--- src/rtl/obstacle_sched.sv ---
// obstacle_sched: spawns falling obstacles into fixed slots, moves them each frame,
// and turns gun shots into hit pulses and floor crossings into miss pulses.
module obstacle_sched #(
    parameter int          N_OBS      = 4,
    parameter int          OBS_SIZE   = 16,
    parameter int          MAX_X      = 640,
    parameter int          GUN_Y_T    = 429,
    parameter int          SPAWN_BASE = 64,
    parameter logic [15:0] LFSR_SEED  = 16'hACE1
) (
    input  logic       clk,
    input  logic       rst,
    input  logic       refr_tick,
    input  logic       run,
    input  logic [1:0] level,
    input  logic       shot,
    input  logic [9:0] shot_x,
    input  logic [9:0] x,
    input  logic [9:0] y,
    output logic       obs_on,
    output logic       hit,
    output logic       miss,
    output logic [3:0] active_cnt
);
    typedef enum logic {IDLE, ACTIVE} state_t;

    localparam logic [9:0] SZ   = 10'(OBS_SIZE);
    localparam logic [9:0] GY   = 10'(GUN_Y_T);
    localparam logic [9:0] XLIM = 10'(MAX_X - OBS_SIZE);

    state_t           state, state_n;
    logic [N_OBS-1:0] valid, valid_n, kill;
    logic [9:0]       ox [N_OBS];
    logic [9:0]       oy [N_OBS];
    logic [9:0]       ox_n [N_OBS];
    logic [9:0]       oy_n [N_OBS];
    logic [9:0]       timer, timer_n, period, step, spawn_x, ny, best;
    logic [15:0]      lfsr;
    logic             hit_n, miss_n, placed, wrap;

    assign period  = 10'(SPAWN_BASE >> level);
    assign step    = 10'(level) + 10'd1;
    assign wrap    = timer >= period - 10'd1;
    assign spawn_x = (lfsr[9:0] > XLIM) ? lfsr[9:0] - 10'd512 : lfsr[9:0];

    // Shot target: covering slot with the largest oy; strict compare keeps the lowest index on ties
    always_comb begin
        kill = '0;
        best = '0;
        for (int i = 0; i < N_OBS; i++)
            if (shot && valid[i] && shot_x >= ox[i] && shot_x - ox[i] < SZ &&
                (kill == '0 || oy[i] > best)) begin
                kill    = '0;
                kill[i] = 1'b1;
                best    = oy[i];
            end
    end

    always_comb begin
        state_n = state;
        valid_n = valid;
        ox_n    = ox;
        oy_n    = oy;
        timer_n = timer;
        hit_n   = 1'b0;
        miss_n  = 1'b0;
        ny      = '0;
        placed  = 1'b0;
        if (state == IDLE) begin
            valid_n = '0;
            timer_n = '0;
            state_n = run ? ACTIVE : IDLE;
        end else if (!run) begin
            state_n = IDLE;
            valid_n = '0;
            timer_n = '0;
        end else begin
            valid_n = valid & ~kill;
            hit_n   = |kill;
            if (refr_tick) begin
                for (int i = 0; i < N_OBS; i++)
                    if (valid_n[i]) begin
                        ny = oy[i] + step;
                        if (ny + SZ > GY) begin
                            valid_n[i] = 1'b0;
                            miss_n     = 1'b1;
                        end else
                            oy_n[i] = ny;
                    end
                timer_n = wrap ? '0 : timer + 10'd1;
                // Spawn runs after the move so the newcomer stays at row 0 this frame
                if (wrap)
                    for (int i = 0; i < N_OBS; i++)
                        if (!placed && !valid_n[i]) begin
                            placed     = 1'b1;
                            valid_n[i] = 1'b1;
                            ox_n[i]    = spawn_x;
                            oy_n[i]    = '0;
                        end
            end
        end
    end

    always_ff @(posedge clk or posedge rst) begin
        if (rst) begin
            state      <= IDLE;
            valid      <= '0;
            timer      <= '0;
            lfsr       <= LFSR_SEED;
            hit        <= 1'b0;
            miss       <= 1'b0;
            active_cnt <= '0;
            for (int i = 0; i < N_OBS; i++) begin
                ox[i] <= '0;
                oy[i] <= '0;
            end
        end else begin
            state      <= state_n;
            valid      <= valid_n;
            timer      <= timer_n;
            lfsr       <= {1'b0, lfsr[15:1]} ^ (lfsr[0] ? 16'hB400 : 16'h0000);
            hit        <= hit_n;
            miss       <= miss_n;
            active_cnt <= 4'($countones(valid));
            ox         <= ox_n;
            oy         <= oy_n;
        end
    end

    always_comb begin
        obs_on = 1'b0;
        for (int i = 0; i < N_OBS; i++)
            if (valid[i] && x >= ox[i] && x - ox[i] < SZ && y >= oy[i] && y - oy[i] < SZ)
                obs_on = 1'b1;
    end
endmodule
--- config.mk ---
export PLATFORM = sky130hd
export DESIGN_NAME = obstacle_sched
export DESIGN_NICKNAME = d
export VERILOG_FILES = /design/src/rtl/obstacle_sched.sv
export SDC_FILE = /design/constraint.sdc
export NUM_CORES = 1
export LEC_CHECK = 0
export ABC_AREA = 1
export BUFFER_PORTS_ARGS = -buffer_cell sky130_fd_sc_hd__buf_2
export CAP_MARGIN = 20
export CORE_MARGIN = 4
export CORE_UTILIZATION = 35
export CTS_CLUSTER_SIZE = 14
export DETAILED_ROUTE_END_ITERATION = 7
export MAX_ROUTING_LAYER = met4
export PLACE_DENSITY = 0.59
export SYNTH_ARGS = -nofsm -noshare
export SYNTH_HDL_FRONTEND = slang
export SYNTH_SLANG_ARGS = --single-unit
--- constraint.sdc ---
create_clock -name clk -period 19.6 [get_ports clk]
set_clock_uncertainty 0.05 [all_clocks]
set_input_delay 1.96 -clock clk [delete_from_list [all_inputs] [get_ports clk]]
set_output_delay 1.96 -clock clk [all_outputs]
set_load 0.03 [all_outputs]
==> implementation parameters <==
Parameter                              Value

Run status
  Status    finished, final reports clean

Logic synthesis
  Net count of the mapped netlist    roughly 2,000
  Ys flop type    sky130_fd_sc_hd__dfrtp_1
  Combinational family with the most area after synthesis    simple AND/OR/NAND/NOR gates
  Library cell with the highest instance count after synthesis    sky130_fd_sc_hd__nand2_1
  Fraction of registers with async set or reset after synthesis    100%
  Number of unique standard cell types used by synthesis    between 50 and 60
  Cell count after synthesis    1,762
  Mux contribution to synthesized area    0%
  Post-synthesis share of cell area spent on full adders, half adders and majority gates    18.6%
  Sequential area share after synthesis    24.2%
  Number of synthesized register bits    116
  Area share of the largest cell type after synthesis    roughly 22%
  Mapped Avg Cell Area    6.84 um^2
  Count of warnings emitted by yosys    0
  Largest area contributor in the netlist    sky130_fd_sc_hd__dfrtp_1
  Simple-gate portion of the synthesized area    between 20% and 30%
  Most common library cells after synthesis    sky130_fd_sc_hd__nand2_1, sky130_fd_sc_hd__inv_1, sky130_fd_sc_hd__ha_1
  Count of flip-flops with a built-in enable after synthesis    0
  Post-synth design cell area    ~0.012 mm^2
  Area share of xor/xnor cells in the synthesized design    4.36%
  Leading post-synthesis cells by cell area    sky130_fd_sc_hd__dfrtp_1, sky130_fd_sc_hd__ha_1, sky130_fd_sc_hd__nand2_1
  Compound-Gate Fraction of Synth Area    13.7%

STA
  Worst slew slack as a fraction of its limit    36.6%
  Max Slew Vio Count    0
  Unrepaired setup endpoints after global routing    no
  Worst Slack Setup Final    10.20 ns
  Highest attainable clock frequency    106 MHz
  Crit path time final    9.40 ns
  Final-layout setup total negative slack    0 ns
  Final setup fails    0
  Worst-Margin Slew    ~0.95 ns
  Period utilisation layout    47.9%
  Final hold viol count    0

Global route
  Met1 Resource Use GR    29.2%
  Number of global-route vias before repair    10,925
  GRT met3 Usage    2.38%
  GR Layer Usage met2    30.7%
  Antenna violations before repair    1
  Total congestion overflow after global routing    0
  Global-route wire length before repair    between 60 and 70 mm
  Largest net degree at the start of global routing    73
  Total Routing Usage GR    between 20% and 30%
  Layer carrying the most global-route usage    met2

Routing
  DR WL/cell    about 17 um
  Drt pass-1 iters    5
  DR vias/cell    5.11
  Antenna violation net count after detailed routing    0
  Drc violations    0
  Drt initial violations    928
  Routed Wire Length    37.6 mm
  Via Count    11,572

Floorplan
  Die Outline Area    0.0375 mm^2
  Starting utilization of the core area    35.7%
  Area of the placeable core    0.0338 mm^2
  Count of boundary I/O pins    between 40 and 50
  Rows    67
  Die height    194 um
  Die extent in x    194 um

Setup path
  WP data required    between 15 and 20 ns
  Slowest stage cell, crit path    sky130_fd_sc_hd__nand2_1
  Worst Setup Path Type    in2reg
  Endpoint arrival time on the critical path    9.69 ns
  Cell repeated most along the worst path    sky130_fd_sc_hd__nand2_1
  Critical Path Start Type    input port
  Category of the worst setup path capture point    flip-flop
  Crit path largest cell delay    roughly 0.5 ns
  Peak fanout along the critical path    21

Cells and area
  Layout Area Growth over Synthesis    10.3%
  Filler Cells Inserted    approximately 3,500
  Share of final-layout standard cells stronger than drive strength 1    about 8.5%
  Nets@finish    2,015

Clock network
  Number of sinks driven by the clock tree    between 100 and 150
  Latest clock arrival within the worst-skew pair    0.43 ns
  Clock tree from TritonCTS    built
  Maximum level of the CTS H-tree    4
  Clock root buffer master    sky130_fd_sc_hd__clkbuf_16
  Post-cts sizing count    0
  Post-CTS Hold Buffers    0
  Setup fix buffers added after clock tree synthesis    0
  Deepest clock path buffer count    2
  Clock input transition at the sequential cells of the worst setup and hold paths    0.07 ns
  Total CTS buffers    17

Pwr
  Switching power total    about 300 uW
  Net switching fraction of the power    36.8%
  Share of total power in the clock network    38.4%
  Overall power consumption    818 uW
  Power per cell area    61.5 mW/mm^2
  Leakage dissipation    roughly 0.0067 uW
  Internal power contribution    ~520 uW
  Sequential cell fraction of total power    between 30% and 40%
  Comb pwr share    28.8%
  Worst IR drop on VDD    0.0000606 V

Job
  Count of max-cap constraint violations    0

Placed design
  Worst slack after detailed placement    9.96 ns
  DPL Wire Length    approximately 30 mm
  Global placer's final weighted congestion    between 0.9 and 1
  Count of port buffers added during placement    42

Hold path
  Hold crit path type    reg2reg
layout by cell type, fill, tap and decap left out, types with 4 or more instances in the layout:
cell	netlist	final
sky130_fd_sc_hd__o21ai_0	95	95
sky130_fd_sc_hd__nand3b_1	13	13
sky130_fd_sc_hd__xnor2_1	11	11
sky130_fd_sc_hd__o21ai_1	31	31
sky130_fd_sc_hd__o2111ai_1	5	5
sky130_fd_sc_hd__a21oi_1	95	95
sky130_fd_sc_hd__nand3_1	93	93
sky130_fd_sc_hd__a21o_1	7	7
sky130_fd_sc_hd__a211oi_1	4	4
sky130_fd_sc_hd__o21bai_1	7	7
sky130_fd_sc_hd__clkbuf_16	0	17
sky130_fd_sc_hd__nor2_1	121	120
sky130_fd_sc_hd__o21ai_2	13	13
sky130_fd_sc_hd__o22ai_1	11	11
sky130_fd_sc_hd__xor2_1	49	49
sky130_fd_sc_hd__dfstp_2	8	8
sky130_fd_sc_hd__or2_2	6	6
sky130_fd_sc_hd__o211ai_1	5	5
sky130_fd_sc_hd__nor3_1	18	18
sky130_fd_sc_hd__nor2_2	6	7
sky130_fd_sc_hd__nand2_2	19	19
sky130_fd_sc_hd__buf_2	5	42
sky130_fd_sc_hd__inv_6	0	7
sky130_fd_sc_hd__o21a_1	5	5
sky130_fd_sc_hd__ha_1	171	171
sky130_fd_sc_hd__inv_2	7	7
sky130_fd_sc_hd__dfrtp_1	108	108
sky130_fd_sc_hd__nor4_1	6	6
sky130_fd_sc_hd__inv_1	275	274
sky130_fd_sc_hd__nand2_1	481	481
sky130_fd_sc_hd__fa_1	5	5
sky130_fd_sc_hd__nand4_1	27	27
sky130_fd_sc_hd__nand3_2	5	5
critical path: cells and delay by family:
| kind | cells | cell delay, ns |
|---|---|---|
| AND/OR/NAND/NOR | 26 | 3.76 |
| AO/OA/AOI/OAI | 13 | 1.99 |
| adder cells (fa/ha/maj) | 4 | 1.31 |
| buffers and inverters | 4 | 0.61 |
flip-flops by register name, summed over array words and instances, names as in the netlist:
register    count
oy             40
timer          10
hit             1
active_cnt      3
valid           4
lfsr           16
ox             40
state           1
miss            1
area by class of cell:
| cell class | instances | area, um^2 | share of cell area (%) |
|---|---|---|---|
| multi-input cells | 1336 | 7940 | 59.7 |
| flip-flops and latches | 116 | 2910 | 21.9 |
| inverters | 286 | 1080 | 8.11 |
| well taps | 448 | 561 | 4.21 |
| clock buffers | 17 | 425 | 3.20 |
| repair buffers | 45 | 233 | 1.75 |
| clock inverters | 15 | 154 | 1.16 |
| diodes | 1 | 2.50 | 0.0188 |
path summary, 6_finish.rpt:
check	start	end	slack [ns]	cells past startpoint
worst max-delay path	shot_x[7]	ox[2]$_DFFE_PP0P_	10.20	47
worst min-delay path	lfsr[12]$_DFF_PP0_	lfsr[11]$_DFF_PP1_	0.31	0
worst max register to register	ox[37]$_DFFE_PP0P_	ox[2]$_DFFE_PP0P_	11.41	47
worst min register to register	lfsr[12]$_DFF_PP0_	lfsr[11]$_DFF_PP1_	0.31	0
max in group asynchronous	rst	oy[13]$_DFFE_PP0P_	16.61	3
min in group asynchronous	rst	lfsr[12]$_DFF_PP0_	1.53	2
routing by layer:
layer | part of all wire (%) | vias to the layer above
met2 | 43 | 384
met1 | 48 | 5286
li1 | - | 5837
met5 | 0 | -
met3 | 6.0 | 65
met4 | 3.3 | 0
cells by family after synthesis:
logic type,count (synthesis)
AO/OA/AOI/OAI,290
XOR/XNOR,60
adder cells (fa/ha/maj),176
buffers and inverters,310
flip-flops,116
other,1
AND/OR/NAND/NOR,809
power by group through the flow:
stage	sequential, uW	combinational, uW	clock (uW)
after global routing	270	271	329
after global placement	272	230	0
after CTS	268	234	318
after floorplan	264	176	0
after detailed placement	272	233	0
final	269	235	314
per-stage QoR:
step / utilization (%) / instances / hold WS [ns] / cell area (um^2)
CTS: 39.4 / 2263 / 0.313 / 13300
detailed placement: 37.7 / 2231 / 0.289 / 12700
global placement: 37.7 / 2231 / 0.292 / 12700
global route: 39.4 / 2264 / 0.322 / 13300
floorplan: - / 1762 / 0.283 / 12100
finish: 39.4 / 2264 / 0.309 / 13300
(Power assumes the default switching activity.)
